**config.mk**
```make
export PLATFORM = sky130hd
export DESIGN_NAME = idu_hazard_ctrl
export DESIGN_NICKNAME = d
export VERILOG_FILES = /design/src/rtl/idu_hazard_ctrl.sv
export SDC_FILE = /design/constraint.sdc
export NUM_CORES = 1
export LEC_CHECK = 0
export CAP_MARGIN = 20
export CORE_UTILIZATION = 40
export CTS_BUF_LIST = sky130_fd_sc_hd__clkbuf_8
export DETAILED_ROUTE_END_ITERATION = 8
export MAX_ROUTING_LAYER = met4
export PLACE_DENSITY = 0.69
export SETUP_SLACK_MARGIN = 0.5
export SYNTH_ARGS = -nofsm -noshare
export SYNTH_HDL_FRONTEND = slang
export SYNTH_SLANG_ARGS = --single-unit
```
**constraint.sdc**
```tcl
create_clock -name clk -period 5.3 [get_ports clk]
set_clock_uncertainty 0.05 [all_clocks]
set_input_delay 0.795 -clock clk [delete_from_list [all_inputs] [get_ports clk]]
set_output_delay 0.795 -clock clk [all_outputs]
set_load 0.05 [all_outputs]
```
**src/rtl/idu_hazard_ctrl.sv**
```systemverilog
// idu_hazard_ctrl: issue controller for the ID/EX pipeline register.
// Tracks long-latency ops (load/mul/div) in a 32-entry scoreboard and stalls on
// RAW, WAW and outstanding-limit hazards. It drains the scoreboard before a
// serializing instruction (CSR/fence) issues, and holds CU_FLUSH for
// FLUSH_CYCLES cycles on each redirect.
// Optional statistics counters are built only when HAZARD_CTRL_STAT_EN is defined.

`ifndef REG_ADDR_WIDTH
`define REG_ADDR_WIDTH 5
`endif
`ifndef CU_BUS_WIDTH
`define CU_BUS_WIDTH 3
`endif
`ifndef CU_STALL
`define CU_STALL 0
`endif
`ifndef CU_FLUSH
`define CU_FLUSH 1
`endif

module idu_hazard_ctrl #(
  parameter int MAX_OUTSTANDING = 4,
  parameter int FLUSH_CYCLES    = 2,
  parameter int STAT_W          = 32
) (
  input  logic                       clk,
  input  logic                       rst_n,
  input  logic                       id_valid_i,
  input  logic [`REG_ADDR_WIDTH-1:0] id_reg1_raddr_i,
  input  logic [`REG_ADDR_WIDTH-1:0] id_reg2_raddr_i,
  input  logic                       id_rs1_re_i,
  input  logic                       id_rs2_re_i,
  input  logic                       id_reg_we_i,
  input  logic [`REG_ADDR_WIDTH-1:0] id_reg_waddr_i,
  input  logic                       id_long_op_i,
  input  logic                       id_serialize_i,
  input  logic                       ex_busy_i,
  input  logic                       wb_long_we_i,
  input  logic [`REG_ADDR_WIDTH-1:0] wb_long_waddr_i,
  input  logic                       flush_req_i,
  output logic [`CU_BUS_WIDTH-1:0]   stall_flag_o,
  output logic                       issue_o,
  output logic                       sb_busy_o,
  output logic [STAT_W-1:0]          stat_stall_cnt_o,
  output logic [STAT_W-1:0]          stat_flush_cnt_o
);

  localparam int OUT_W  = 4;
  localparam int FCNT_W = 4;

  localparam logic [1:0] ST_RUN   = 2'd0;
  localparam logic [1:0] ST_DRAIN = 2'd1;
  localparam logic [1:0] ST_FLUSH = 2'd2;

  localparam logic [OUT_W-1:0]  MAX_OUT      = OUT_W'(MAX_OUTSTANDING);
  localparam logic [FCNT_W-1:0] FLUSH_RELOAD = FCNT_W'(FLUSH_CYCLES - 1);

  logic [1:0]        state_q, state_d;
  logic [FCNT_W-1:0] flush_cnt_q, flush_cnt_d;
  logic [31:0]       pending_q, pending_d;
  logic [OUT_W-1:0]  outstanding_q, outstanding_d;
  logic              sb_busy_q, sb_busy_d;

  logic raw, waw, full, hazard;
  logic stall, flush, issue;
  logic inc, dec;
  logic [31:0] set_mask, clr_mask;

  // Hazard terms come from the registered scoreboard only, so a dependent in
  // the write-back cycle still stalls once (no bypass of the clear).
  always_comb begin
    raw    = (id_rs1_re_i && (id_reg1_raddr_i != '0) && pending_q[id_reg1_raddr_i]) ||
             (id_rs2_re_i && (id_reg2_raddr_i != '0) && pending_q[id_reg2_raddr_i]);
    waw    = id_reg_we_i && (id_reg_waddr_i != '0) && pending_q[id_reg_waddr_i];
    full   = id_long_op_i && (outstanding_q == MAX_OUT);
    hazard = id_valid_i && (raw || waw || full);
  end

  // Control FSM: flush beats drain/stall/ex_busy so the pipe loads bubbles.
  always_comb begin
    // NOTE: every variable gets a default first so no path leaves it unassigned (no latch).
    state_d     = state_q;
    flush_cnt_d = flush_cnt_q;
    stall       = 1'b0;
    flush       = 1'b0;
    case (state_q)
      ST_RUN, ST_DRAIN: begin
        if (flush_req_i) begin
          flush = 1'b1;
          if (FLUSH_CYCLES > 1) begin
            state_d     = ST_FLUSH;
            flush_cnt_d = FLUSH_RELOAD;
          end else begin
            state_d = ST_RUN;
          end
        end else if (state_q == ST_DRAIN) begin
          if (outstanding_q != '0) begin
            stall = 1'b1;
          end else begin
            stall   = ex_busy_i;
            state_d = ST_RUN;
          end
        end else if (id_valid_i && id_serialize_i && (outstanding_q != '0)) begin
          stall   = 1'b1;
          state_d = ST_DRAIN;
        end else begin
          stall = hazard || ex_busy_i;
        end
      end
      ST_FLUSH: begin
        flush = 1'b1;
        if (flush_req_i) begin
          flush_cnt_d = FLUSH_RELOAD;
        end else if (flush_cnt_q == FCNT_W'(1)) begin
          flush_cnt_d = '0;
          state_d     = ST_RUN;
        end else begin
          flush_cnt_d = flush_cnt_q - FCNT_W'(1);
        end
      end
      default: begin
        state_d     = ST_RUN;
        flush_cnt_d = '0;
      end
    endcase
  end

  // Issue and output bus; undefined bus bits stay 0.
  always_comb begin
    issue        = id_valid_i && !stall && !flush;
    stall_flag_o = '0;
    stall_flag_o[`CU_STALL] = stall;
    stall_flag_o[`CU_FLUSH] = flush;
  end

  // Scoreboard and outstanding-count next state; a same-cycle set wins over a clear.
  always_comb begin
    set_mask = '0;
    clr_mask = '0;
    if (issue && id_long_op_i && id_reg_we_i && (id_reg_waddr_i != '0))
      set_mask = 32'(1) << id_reg_waddr_i;
    if (wb_long_we_i)
      clr_mask = 32'(1) << wb_long_waddr_i;
    pending_d = (pending_q & ~clr_mask) | set_mask;

    inc = issue && id_long_op_i;
    dec = wb_long_we_i && (outstanding_q != '0);
    case ({inc, dec})
      2'b10:   outstanding_d = outstanding_q + OUT_W'(1);
      2'b01:   outstanding_d = outstanding_q - OUT_W'(1);
      default: outstanding_d = outstanding_q;
    endcase
    sb_busy_d = (outstanding_d != '0);
  end

  // State registers with synchronous reset; reset abandons any drain or flush.
  always_ff @(posedge clk) begin
    if (!rst_n) begin
      // NOTE: the scoreboard is control state, not storage, so it must be reset.
      state_q       <= ST_RUN;
      flush_cnt_q   <= '0;
      pending_q     <= '0;
      outstanding_q <= '0;
      sb_busy_q     <= 1'b0;
    end else begin
      // NOTE: non-blocking assignments so every flop samples pre-edge values.
      state_q       <= state_d;
      flush_cnt_q   <= flush_cnt_d;
      pending_q     <= pending_d;
      outstanding_q <= outstanding_d;
      sb_busy_q     <= sb_busy_d;
    end
  end

  assign issue_o   = issue;
  assign sb_busy_o = sb_busy_q;

`ifdef HAZARD_CTRL_STAT_EN
  logic [STAT_W-1:0] stall_cnt_q, stall_cnt_d;
  logic [STAT_W-1:0] flush_cnt_stat_q, flush_cnt_stat_d;

  // Statistics: stalled valid cycles and redirect pulses, wrapping.
  always_comb begin
    stall_cnt_d      = stall_cnt_q + STAT_W'(stall && id_valid_i);
    flush_cnt_stat_d = flush_cnt_stat_q + STAT_W'(flush_req_i);
  end

  // Statistics registers.
  always_ff @(posedge clk) begin
    if (!rst_n) begin
      stall_cnt_q      <= '0;
      flush_cnt_stat_q <= '0;
    end else begin
      stall_cnt_q      <= stall_cnt_d;
      flush_cnt_stat_q <= flush_cnt_stat_d;
    end
  end

  assign stat_stall_cnt_o = stall_cnt_q;
  assign stat_flush_cnt_o = flush_cnt_stat_q;
`else
  assign stat_stall_cnt_o = {STAT_W{1'b0}};
  assign stat_flush_cnt_o = {STAT_W{1'b0}};
`endif

endmodule
```
* Word level (Yosys, flattened, before mapping)
Index checks and enable logic that the tools add are counted.
** Storage, ports and cells
- Register bits :: 43
- Bits in latches :: 0
- RAM bits :: 0
- Memory bits (read-only) :: 0
- Bits of input ports :: 31
- Output and inout bits :: 69
- Logic and storage cells :: 84
- Memories kept :: 0
** Cells by class
- $add $sub $neg :: 3
- Multipliers :: 0
- Div/mod/pow operators :: 0
- Magnitude comparators :: 3
- Eq/ne operators :: 11
- Shift operators :: 2
- Muxes and demuxes :: 27
- Bitwise logic cells :: 3
- Reduce and logical (&&, ||, !) cells :: 30
** Operators with widths (count)
- 32-bit 2-to-1 mux :: 2
- 1-bit by 5-bit left shift with 32-bit output, first input constant :: 2
- 32-bit bitwise AND :: 1
- 32-bit NOT :: 1
- 32-bit bitwise OR :: 1
- 5-bit by 6-bit less-than comparator with 1-bit output, second input constant :: 3
- 1-bit logical AND :: 16
- 4-bit case mux with 2 select lines :: 2
- 1-bit binary-select mux with 5-bit select :: 3
- 5-bit nonzero test :: 3
- 2-bit 2-to-1 mux :: 6
- 4-bit 2-to-1 mux :: 3
- 1-bit 2-to-1 mux :: 9
- 4-bit inequality test, second input constant :: 2
- 4-bit nonzero test :: 2
- 4-bit by 1-bit subtractor with 4-bit output, second input constant :: 2
- 2-bit inequality test, second input constant :: 3
- 4-bit by 1-bit adder with 4-bit output, second input constant :: 1
- 2-bit by 1-bit == test with 1-bit output, second input constant :: 2
- 2-bit == test, second input constant :: 2
- 4-bit by 1-bit == test with 1-bit output, second input constant :: 1
- 4-bit by 3-bit == test with 1-bit output, second input constant :: 1
- 1-bit logical OR :: 4
- 2-bit case mux with 2 select lines :: 1
- 5 further kinds :: 6

* Depth between registers and ports, before layout
Gate-level depths: netlist (run 1).
- Word-level depth :: 20
- Mapped depth :: 18
- Gate-level depth less buffers :: 15

* Worst setup path before layout (run 1)
OpenSTA, ideal clock, no wires.
- Path kind :: input to register
- From :: input id_reg2_raddr_i[1]
- To :: register sb_busy_q (netlist: sb_busy_o)
- Setup time :: 0.128 ns
- Arrival :: 4.108 ns
- Data required time :: 5.122 ns
- Slack :: 1.013 ns
- Stages :: 17
- Buffers on the path :: 2
- Cells stage by stage :: buf_4 > mux4_2 > mux2_2 > a211oi_2 > a211oi_1 > nor4_2 > a21oi_2 > clkbuf_1 > nand3b_1 > ha_1 > ha_1 > a21o_1 > a21oi_1 > xnor2_1 > nor2_1 > xnor2_1 > a21boi_0
** Between the ends
- Longest elaborated chain between the ends :: 19
- Elaborated cells on any way between the ends :: 22
- Those cells by class :: eq/ne: 2; mux: 7; reduce/logical: 13
** Ends and longest elaborated chain
- start: declaration :: RTL line 30 : input logic [`REG_ADDR_WIDTH-1:0] id_reg2_raddr_i,
- 1-bit binary-select mux with 5-bit select / 5-bit nonzero test (equally long branches) :: RTL line 73 : (id_rs2_re_i && (id_reg2_raddr_i != '0) && pending_q[id_reg2_raddr_i]);
- 1-bit 2-to-1 mux (not written as such) / 1-bit logical AND (equally long branches) :: RTL line 73
- 1-bit logical AND * :: RTL line 73
- 1-bit logical OR * :: RTL line 72 : raw = (id_rs1_re_i && (id_reg1_raddr_i != '0) && pending_q[id_reg1_raddr_i]) ||
- 1-bit logical OR * (2 in series) :: RTL line 76 : hazard = id_valid_i && (raw || waw || full);
- 1-bit logical AND * :: RTL line 76
- 1-bit logical OR * :: RTL line 107 : stall = hazard || ex_busy_i;
- 1-bit 2-to-1 mux * :: RTL line 103 : end else if (id_valid_i && id_serialize_i && (outstanding_q != '0)) begin
- 1-bit 2-to-1 mux * :: RTL line 96 : end else if (state_q == ST_DRAIN) begin
- 1-bit 2-to-1 mux * :: RTL line 88 : if (flush_req_i) begin
- 1-bit 2-to-1 mux * :: RTL line 86 : case (state_q)
- 1-bit logical NOT * :: RTL line 130 : issue = id_valid_i && !stall && !flush;
- 1-bit logical AND * (2 in series) :: RTL line 130
- 1-bit logical AND * :: RTL line 146 : inc = issue && id_long_op_i;
- 2-bit by 1-bit == test with 1-bit output / 2-bit == test (equally long branches) :: RTL line 148 : case ({inc, dec})
- 4-bit case mux with 2 select lines * :: RTL line 148
- 4-bit nonzero test * :: RTL line 153 : sb_busy_d = (outstanding_d != '0);
- end signal: assignment :: RTL line 171 : sb_busy_q <= sb_busy_d;
- end: declaration :: RTL line 62 : logic sb_busy_q, sb_busy_d;
Mark *: on every way between the ends. The rest lies on a longest branch, timed or not. The select of a mux whose other input is x is not followed.
A chain may end at the register's enable or synchronous reset.

* Final worst setup path (run 1)
- From :: input id_reg2_raddr_i[2]
- To :: output issue_o
** Between the ends
- Longest elaborated chain between the ends :: 15
- Elaborated cells on any way between the ends :: 17
- Those cells by class :: mux: 6; reduce/logical: 11
** Ends and longest elaborated chain
- 1-bit binary-select mux with 5-bit select / 5-bit nonzero test (equally long branches) :: RTL line 73
- 1-bit 2-to-1 mux (not written as such) / 1-bit logical AND (equally long branches) :: RTL line 73
- 1-bit logical AND * :: RTL line 73
- 1-bit logical OR * :: RTL line 72
- 1-bit logical OR * (2 in series) :: RTL line 76
- 1-bit logical AND * :: RTL line 76
- 1-bit logical OR * :: RTL line 107
- 1-bit 2-to-1 mux * :: RTL line 103
- 1-bit 2-to-1 mux * :: RTL line 96
- 1-bit 2-to-1 mux * :: RTL line 88
- 1-bit 2-to-1 mux * :: RTL line 86
- 1-bit logical NOT * :: RTL line 130
- 1-bit logical AND * (2 in series) :: RTL line 130
- end: declaration :: RTL line 42 : output logic issue_o,
Marks and branches as above.

==> summary by stage, run 1 <==
Detailed routing
The number of DRC violations after detailed-routing iteration 0 is between 200 and 300. After detailed routing, the total wire length is 8.56 mm. The post-route antenna net violation count is 0. The number of vias per cell is 5.83. In the routed design, unresolved DRC markers number 0. After detailed routing, the average wire length per cell comes to between 15 and 20 um. The number of vias after detailed routing is approximately 3200. The first TritonRoute pass finished after 5 iterations.

Synthesis
The synthesized netlist contains 56 unique library cells. The average instance area after synthesis is 8.50 sq um. The top cell type by area accounts for 24.2% of the synthesized area. Sorting the synthesized cells by area gives the leading types as sky130_fd_sc_hd__dfxtp_1, sky130_fd_sc_hd__buf_4, sky130_fd_sc_hd__mux2i_1. After synthesis the cells add up to 3550 sq um.

The number of synthesized flops with an enable pin is 0. The share of the yosys chip area belonging to registers is 24.2%. Counting every instance in the synthesized netlist gives around 420.

The total of flip-flops plus latches after synthesis is between 40 and 50. The share of flip-flops with an asynchronous set or reset is 0%. The dominant synthesized flop cell is sky130_fd_sc_hd__dfxtp_1. The cell taking the most area after synthesis is sky130_fd_sc_hd__dfxtp_1. Yosys printed 0 warnings.

Placed design
In this run the tool buffered the top-level ports with 34 buffer cells. The congestion estimate from routability-driven global placement came to a little under 0.9. The final HPWL from detailed placement is between 6 and 7 mm. The post-place setup slack is 0.354 ns. After detailed placement, the design holds a cell count of between 500 and 600.

Die
The cell row count is 34. For this configuration, the core starts out at a cell density of between 40% and 50%. For this design the top-level I/O count stands at 100. The area of the die is approximately 9300 sq um. The area of the placeable core is roughly 8700 sq um.

The x dimension of the die is between 90 and 100 um. The height of the die is 96.3 um.

Timing
The setup slack after layout is roughly 0.79 ns. The peak clock frequency supported by timing is ~220 MHz. The worst hold margin is 0.425 ns. At the pin with the least slew margin, the transition time is roughly 0.94 ns. The number of failing setup endpoints in the final timing report is 0. The worst pin sits at a relative slew slack of a little under two fifths. Subtracting the final worst setup slack from the clock period gives about 4.5 ns.

After layout, the worst path uses 85.0% of the clock period. The total count of hold-check failures in the final report is 0. Setup repair after global routing left no endpoint under its margin.

In the final timing run, aggregate negative setup slack is 0 ns. The final-report max-slew violation count is 0.

Setup path
The maximum fanout encountered on the critical timing path is 32. The critical path start-end classification is primary input to output port. At the worst endpoint, the required time is ~4.5 ns. Data on the critical path arrives at its endpoint at roughly 3.7 ns. STA classifies the critical path endpoint as an output port.

The kind of start point of the critical path is a primary input. The worst reg-to-reg setup slack is between 1.5 and 2 ns.

Clock tree
Counting along the longest clock path gives a buffer depth of 2. TritonCTS created 5 clock buffers. TritonCTS built the clock tree.

Buffers inserted to repair hold after CTS numbered 0. The later-pin clock latency in the skew report is 0.29 ns. The clock transition at the registers of the reported paths is ~0.080 ns.

The number of clock sinks is 43. The tree is rooted in a sky130_fd_sc_hd__clkbuf_8. The H-tree depth is 2.

The number of post-CTS setup repair buffers is 0.

Hold path
The tightest min-delay check is of the flop to flop type.

Power
The worst-case IR drop observed on VDD is between 0.00007 and 0.00008 V. In this run the power density over the cells is 214 nW/um^2. Summed over all cells, the static leakage comes to between 1 and 1.5 nW.

GRT
The number of antenna violations at the first check in global routing is 0. The global-route usage over all layers is 20.0%. The via count of the first global-routing pass was 2800. The pin count of the biggest net entering global routing is 33.

The remaining global-route overflow is 0. The first global-routing pass estimated roughly 14 mm of wire.

Outcome
The flow ran to the end, and the final reports show no timing, DRC or antenna violations.

Finish
The most frequent standard cell in the layout excluding fill and tap cells is sky130_fd_sc_hd__conb_1. The final layout contains between 400 and 500 nets. The share of layout cells above drive strength 1 is under 10%. The number of antenna repair diodes is 0. Once layout is complete, the utilization of the core stands at 43.6%.

The number of standard cells in the final layout excluding fillers is 542. The layout overhead on the synthesized area is 6.48%. Leaving out fill and tap cells, the most frequent cells in the layout are sky130_fd_sc_hd__conb_1, sky130_fd_sc_hd__dfxtp_1, sky130_fd_sc_hd__o211ai_1. The filler cells instantiated in the layout total about 840.

Job
The number of maximum-capacitance violations is 0.
-- cell usage after synthesis, types with 4 or more instances --
| master | n |
|---|---|
| sky130_fd_sc_hd__a211oi_1 | 5 |
| sky130_fd_sc_hd__a21oi_1 | 12 |
| sky130_fd_sc_hd__a22oi_1 | 4 |
| sky130_fd_sc_hd__buf_4 | 68 |
| sky130_fd_sc_hd__clkbuf_1 | 22 |
| sky130_fd_sc_hd__dfxtp_1 | 43 |
| sky130_fd_sc_hd__ha_1 | 5 |
| sky130_fd_sc_hd__inv_1 | 7 |
| sky130_fd_sc_hd__mux2i_1 | 25 |
| sky130_fd_sc_hd__mux4_2 | 9 |
| sky130_fd_sc_hd__nand2_1 | 20 |
| sky130_fd_sc_hd__nand2b_1 | 5 |
| sky130_fd_sc_hd__nand3_1 | 21 |
| sky130_fd_sc_hd__nand3b_1 | 6 |
| sky130_fd_sc_hd__nor2_1 | 14 |
| sky130_fd_sc_hd__nor2b_1 | 18 |
| sky130_fd_sc_hd__nor3_1 | 5 |
| sky130_fd_sc_hd__o211ai_1 | 31 |
| sky130_fd_sc_hd__o21ai_0 | 9 |
| sky130_fd_sc_hd__o31ai_1 | 24 |
| sky130_fd_sc_hd__o41ai_1 | 8 |
-- stage by stage --
stage,total power [mW],cell area [sq um]
2_1_floorplan,0.601,3790
3_3_place_gp,0.618,3700
3_5_place_dp,0.622,3700
4_1_cts,0.819,3780
5_1_grt,0.853,3780
6_report,0.811,3780
-- metal layers --
metal / track usage, % / up-vias / part of all wire (%)
li1: - / 1466 / -
met1: 26.9 / 1506 / 46
met2: 30.8 / 170 / 44
met3: 2.05 / 16 / 7.3
met4: 7.84 / 0 / 2.4
met5: - / - / 0
-- registers in the layout, summed over array words and instances, names as in the netlist --
signal and count:
state_q 2, flush_cnt_q 4, sb_busy_o 1, outstanding_q 4, pending_q 32
-- critical path, stage by stage --
cell and delay [ns]:
sky130_fd_sc_hd__clkdlybuf4s50_1 0.71, sky130_fd_sc_hd__mux4_2 0.36, sky130_fd_sc_hd__mux2_2 0.30, sky130_fd_sc_hd__a211oi_2 0.23
sky130_fd_sc_hd__a211oi_1 0.09, sky130_fd_sc_hd__nor4_2 0.41, sky130_fd_sc_hd__a21oi_2 0.10, sky130_fd_sc_hd__buf_4 0.25
sky130_fd_sc_hd__nor2b_1 0.24, sky130_fd_sc_hd__buf_12 0.17
-- report_power, final --
group / total (mW) / internal (mW) / switching [mW] / leakage (nW)
Sequential: 0.338 / 0.329 / 0.00852 / 0.347
Clock: 0.196 / 0.0887 / 0.107 / 0.0505
Combinational: 0.277 / 0.0718 / 0.205 / 1.04
-- cells by family after synthesis --
| logic type | count (synthesis) | share of synthesized area, % |
|---|---|---|
| multiplexers | 37 | 13.7 |
| adder cells (fa/ha/maj) | 6 | 2.32 |
| buffers and inverters | 103 | 18.3 |
| other | 1 | 0.105 |
| XOR/XNOR | 4 | 0.986 |
| AO/OA/AOI/OAI | 113 | 23.3 |
| AND/OR/NAND/NOR | 111 | 17.0 |
| flip-flops | 43 | 24.2 |
-- layout make-up --
type,count,area [sq um],share of cell area [%]
flip-flops and latches,43,861,22.7
multi-input cells,336,2280,60.3
repair buffers,40,399,10.5
clock buffers,5,68.8,1.82
inverters,7,26.3,0.694
well taps,108,135,3.57
clock inverters,3,12.5,0.331
-- repair_timing --
item,in CTS,in global routing
resized for setup,1,2
setup endpoints to repair,1,3
cloned,0,0
-- final timing paths --
| kind | cells after the start | start | endpoint |
|---|---|---|---|
| hold / removal | 1 | pending_q[0] | pending_q[0] |
| hold reg to reg | 1 | pending_q[0] | pending_q[0] |
| setup reg to reg | 15 | pending_q[31] | sb_busy_o |
| setup / recovery | 10 | id_reg2_raddr_i[2] | issue_o |
No activity file was read; power rests on OpenSTA's default activity.
==> run 2, diff against run 1 <==
clock period = 4.2 ns   (was 5.3 ns; I/O delays follow)
==> run 2 against run 1 <==
Power increased by 31%. Flip-flop and latch count unchanged. Wire length increased by 8.2%. Critical path depth increased by 2. Via count increased by 1.9%. Clock power increased by 28%. Highest routed layer unchanged. Sequential power increased by 26%. Design area increased by 7.5%.
==> summary by stage, run 2 (synthesized netlist as in run 1, its figures left out) <==
Clock tree
For this design, the CTS-stage hold fixing added 0 buffers. The clock transition at the registers of the reported paths is roughly 0.080 ns. The CTS tree is done. For the worst-skew pair, the clock arrives at the later sink with an insertion delay of between 0.2 and 0.3 ns. The number of clock sinks is 43. The total clock buffers created by CTS is 5. The cell sitting at the root of the clock tree is a sky130_fd_sc_hd__clkbuf_8. The clock passes through at most 2 buffers. In this run the number of H-tree levels came out at 2.

Setup path
In this run the critical register-to-register path is launched from outstanding_q[1]. Data on the critical path is required at its endpoint by between 3 and 4 ns. The slowest stage of the critical path belongs to the cell sky130_fd_sc_hd__mux4_2. The count of cells along the worst register-to-register path is 15. Together, buffers and inverters on the worst path number 5.

Walking the worst path, the cells encountered are buf_2 -> buf_12 -> mux4_2 -> mux2_4 -> a211oi_4 -> a211oi_2 -> nor4_4 -> a21oi_2 -> buf_4 -> buf_6 -> nor2b_4 -> buf_12. The maximum fanout encountered on the critical timing path is 32. The terminus of the critical flop-to-flop path is sb_busy_o. The most numerous cell type found on the critical path is sky130_fd_sc_hd__buf_12. The worst setup path is captured at an output port. The largest incremental delay on the critical path is ~0.49 ns. At the worst endpoint, the arrival time is roughly 2.9 ns.

The critical path is of the primary input to output port type. STA classifies the critical path startpoint as a primary input. The family with the most delay on the worst path is multiplexers. The worst reg-to-reg setup slack is roughly 0.84 ns.

Outcome
The flow ran to the end, and the final reports show no timing, DRC or antenna violations.

Power
The share of total power dissipated in sequential elements is around 40%. The switching power total is between 0.4 and 0.5 mW. In this run the power density over the cells is between 200 and 300 nW/um^2. The combinational group share of total power is between 30 and 40%. The cell internal power dissipation is 0.642 mW. The fraction of power spent switching nets is between 30% and 40%.

The static leakage power is between 1.5 and 2 nW. Across the VDD grid, the largest voltage drop is around 0.00013 V. Per report_power, the clock group accounts for a little under a quarter of the total.

Detailed routing
In the routed design, unresolved DRC markers number 0. The routed layout has approximately 3200 vias. Before antenna repair, the detailed router went through 5 iterations. The routed wire length is 9.26 mm. The number of DRC violations after detailed-routing iteration 0 is between 300 and 400. The number of vias per cell is between 5 and 6. Once detail routing completed, the nets flagged for antenna violations numbered 0. In the final routed layout, each cell accounts on average for between 15 and 20 um.

Die
The die covers 9270 sq um. The initial standard-cell utilization of the core is between 40% and 50%. In this run the count of I/O pins placed on the die edge is 100. After floorplanning, the core was sized to cover approximately 8700 sq um. The floorplan has 34 rows.

The x dimension of the die is a little under 100 um. The die is ~96 um tall.

Hold path
The beginning of the worst hold path is pending_q[0]. The worst hold path depth is 1. The min-delay analysis places its worst path in the category flop to flop.

The endpoint with the worst hold slack is pending_q[0].

GRT
The number of antenna violations at the first check in global routing was 0. The pin count of the biggest net entering global routing is 48. The via count of the first global-routing pass came to between 2000 and 3000. The global-route usage over all layers is between 20% and 30%. The first global-routing pass estimated 14.5 mm of wire. The remaining global-route overflow is 0.

Finish
pending_q holds more flip-flops than any other register. The number of antenna repair diodes is 0. The library cells used most frequently in the layout, excluding fill and tap cells, are sky130_fd_sc_hd__conb_1, sky130_fd_sc_hd__dfxtp_1, sky130_fd_sc_hd__o211ai_1.

The layout overhead on the synthesized area is 14.4%. The utilization of the core after routing is ~47%. The number of flip-flops in the largest register is 32. The largest registers in the layout are pending_q (32), flush_cnt_q (4), outstanding_q (4). The library cell used most frequently in the layout, excluding fill and tap cells, is sky130_fd_sc_hd__conb_1. After the last flow step, the layout net total stands at 491. The post-route netlist has 15.6% of its cells at a drive strength greater than 1.

Timing
The final critical delay including setup and external delays is 3.58 ns. Across all hold checks on the routed design, the worst slack comes to 0.457 ns. The final-report max-slew violation count is 0. Setup violations remaining at the end of the flow were counted as 0. For the final routed database, the setup TNS stands at 0 ns.

The total count of hold-check failures in the final report is 0. Timing would allow up to between 200 and 300 MHz. Setup repair after global routing left no endpoint under its margin.

The final period utilization is 85.1%.

Job
The tool flagged a number of max-cap violations equal to 0.

Placed design
The count of input and output buffers is 34. The weighted congestion reported at the end of routability-driven placement is 0.950. The final HPWL from detailed placement is just over 7 mm.
run 2: changes by cell type in the layout (fill, tap and decap cells not counted), moves of 2 or more:
cell | previous run | this run
sky130_fd_sc_hd__a2111oi_0 | 3 | 1
sky130_fd_sc_hd__a2111oi_2 | 0 | 2
sky130_fd_sc_hd__a211oi_1 | 5 | 3
sky130_fd_sc_hd__buf_4 | 6 | 22
sky130_fd_sc_hd__buf_6 | 0 | 5
sky130_fd_sc_hd__clkbuf_2 | 0 | 4
sky130_fd_sc_hd__clkdlybuf4s50_1 | 30 | 19
sky130_fd_sc_hd__dlymetal6s2s_1 | 2 | 7
sky130_fd_sc_hd__ha_1 | 5 | 3
sky130_fd_sc_hd__ha_4 | 0 | 2
sky130_fd_sc_hd__nor2b_1 | 18 | 15
sky130_fd_sc_hd__nor2b_2 | 0 | 2
run 2: metal layers:
metal | vias up | track usage [%] | wire [um]
li1 | 1506 | - | -
met1 | 1552 | 27.1 | 4020
met2 | 146 | 33.7 | 4500
met3 | 13 | 2.61 | 587
met4 | 0 | 6.47 | 150
met5 | - | - | 0
run 2: area by class of cell:
| class | instances | area (sq um) |
|---|---|---|
| clock buffers | 5 | 68.8 |
| flip-flops and latches | 43 | 861 |
| repair buffers | 61 | 574 |
| fillers | 825 | 4610 |
| well taps | 108 | 135 |
| multi-input cells | 336 | 2390 |
| inverters | 7 | 26.3 |
| clock inverters | 3 | 12.5 |
run 2: worst max-delay path by stage:
stage                             from   endpoint  slack, ns  cells past startpoint
floorplan           id_reg2_raddr_i[1]  sb_busy_o       0.47                     17
global placement    id_reg2_raddr_i[1]  sb_busy_o      -0.04                     17
detailed placement  id_reg2_raddr_i[1]  sb_busy_o      -0.14                     17
CTS                 id_reg2_raddr_i[2]  sb_busy_o       0.50                     16
global route        id_reg2_raddr_i[1]  sb_busy_o       0.50                     16
finish              id_reg2_raddr_i[1]    issue_o       0.62                     12
run 2: power by group through the flow:
stage / sequential [mW] / clock [mW] / combinational (mW)
5_1_grt: 0.428 / 0.268 / 0.417
3_3_place_gp: 0.436 / 0 / 0.362
6_report: 0.426 / 0.250 / 0.387
4_1_cts: 0.426 / 0.254 / 0.375
2_1_floorplan: 0.435 / 0 / 0.331
3_5_place_dp: 0.436 / 0 / 0.368
run 2: stage by stage:
step | setup WS, ns | total power [mW] | area [sq um] | instances
5_1_grt | 0.502 | 1.11 | 4070 | 563
3_3_place_gp | -0.0430 | 0.798 | 3850 | 548
6_report | 0.625 | 1.06 | 4070 | 563
3_5_place_dp | -0.143 | 0.803 | 3850 | 548
2_1_floorplan | 0.465 | 0.767 | 3870 | 482
4_1_cts | 0.501 | 1.06 | 3990 | 558
run 2: timing repair:
action                                  CTS  global route
pin swaps                                10            10
gates resized for setup                  20            24
buffers inserted                          2             5
endpoints found under the setup margin    5             4
==> run 3, diff against run 2 <==
CAP_MARGIN = not set   (was 20)
==> results of run 3 <==
Same layout as run 2: the final DEF is identical, and so are final timing and power.
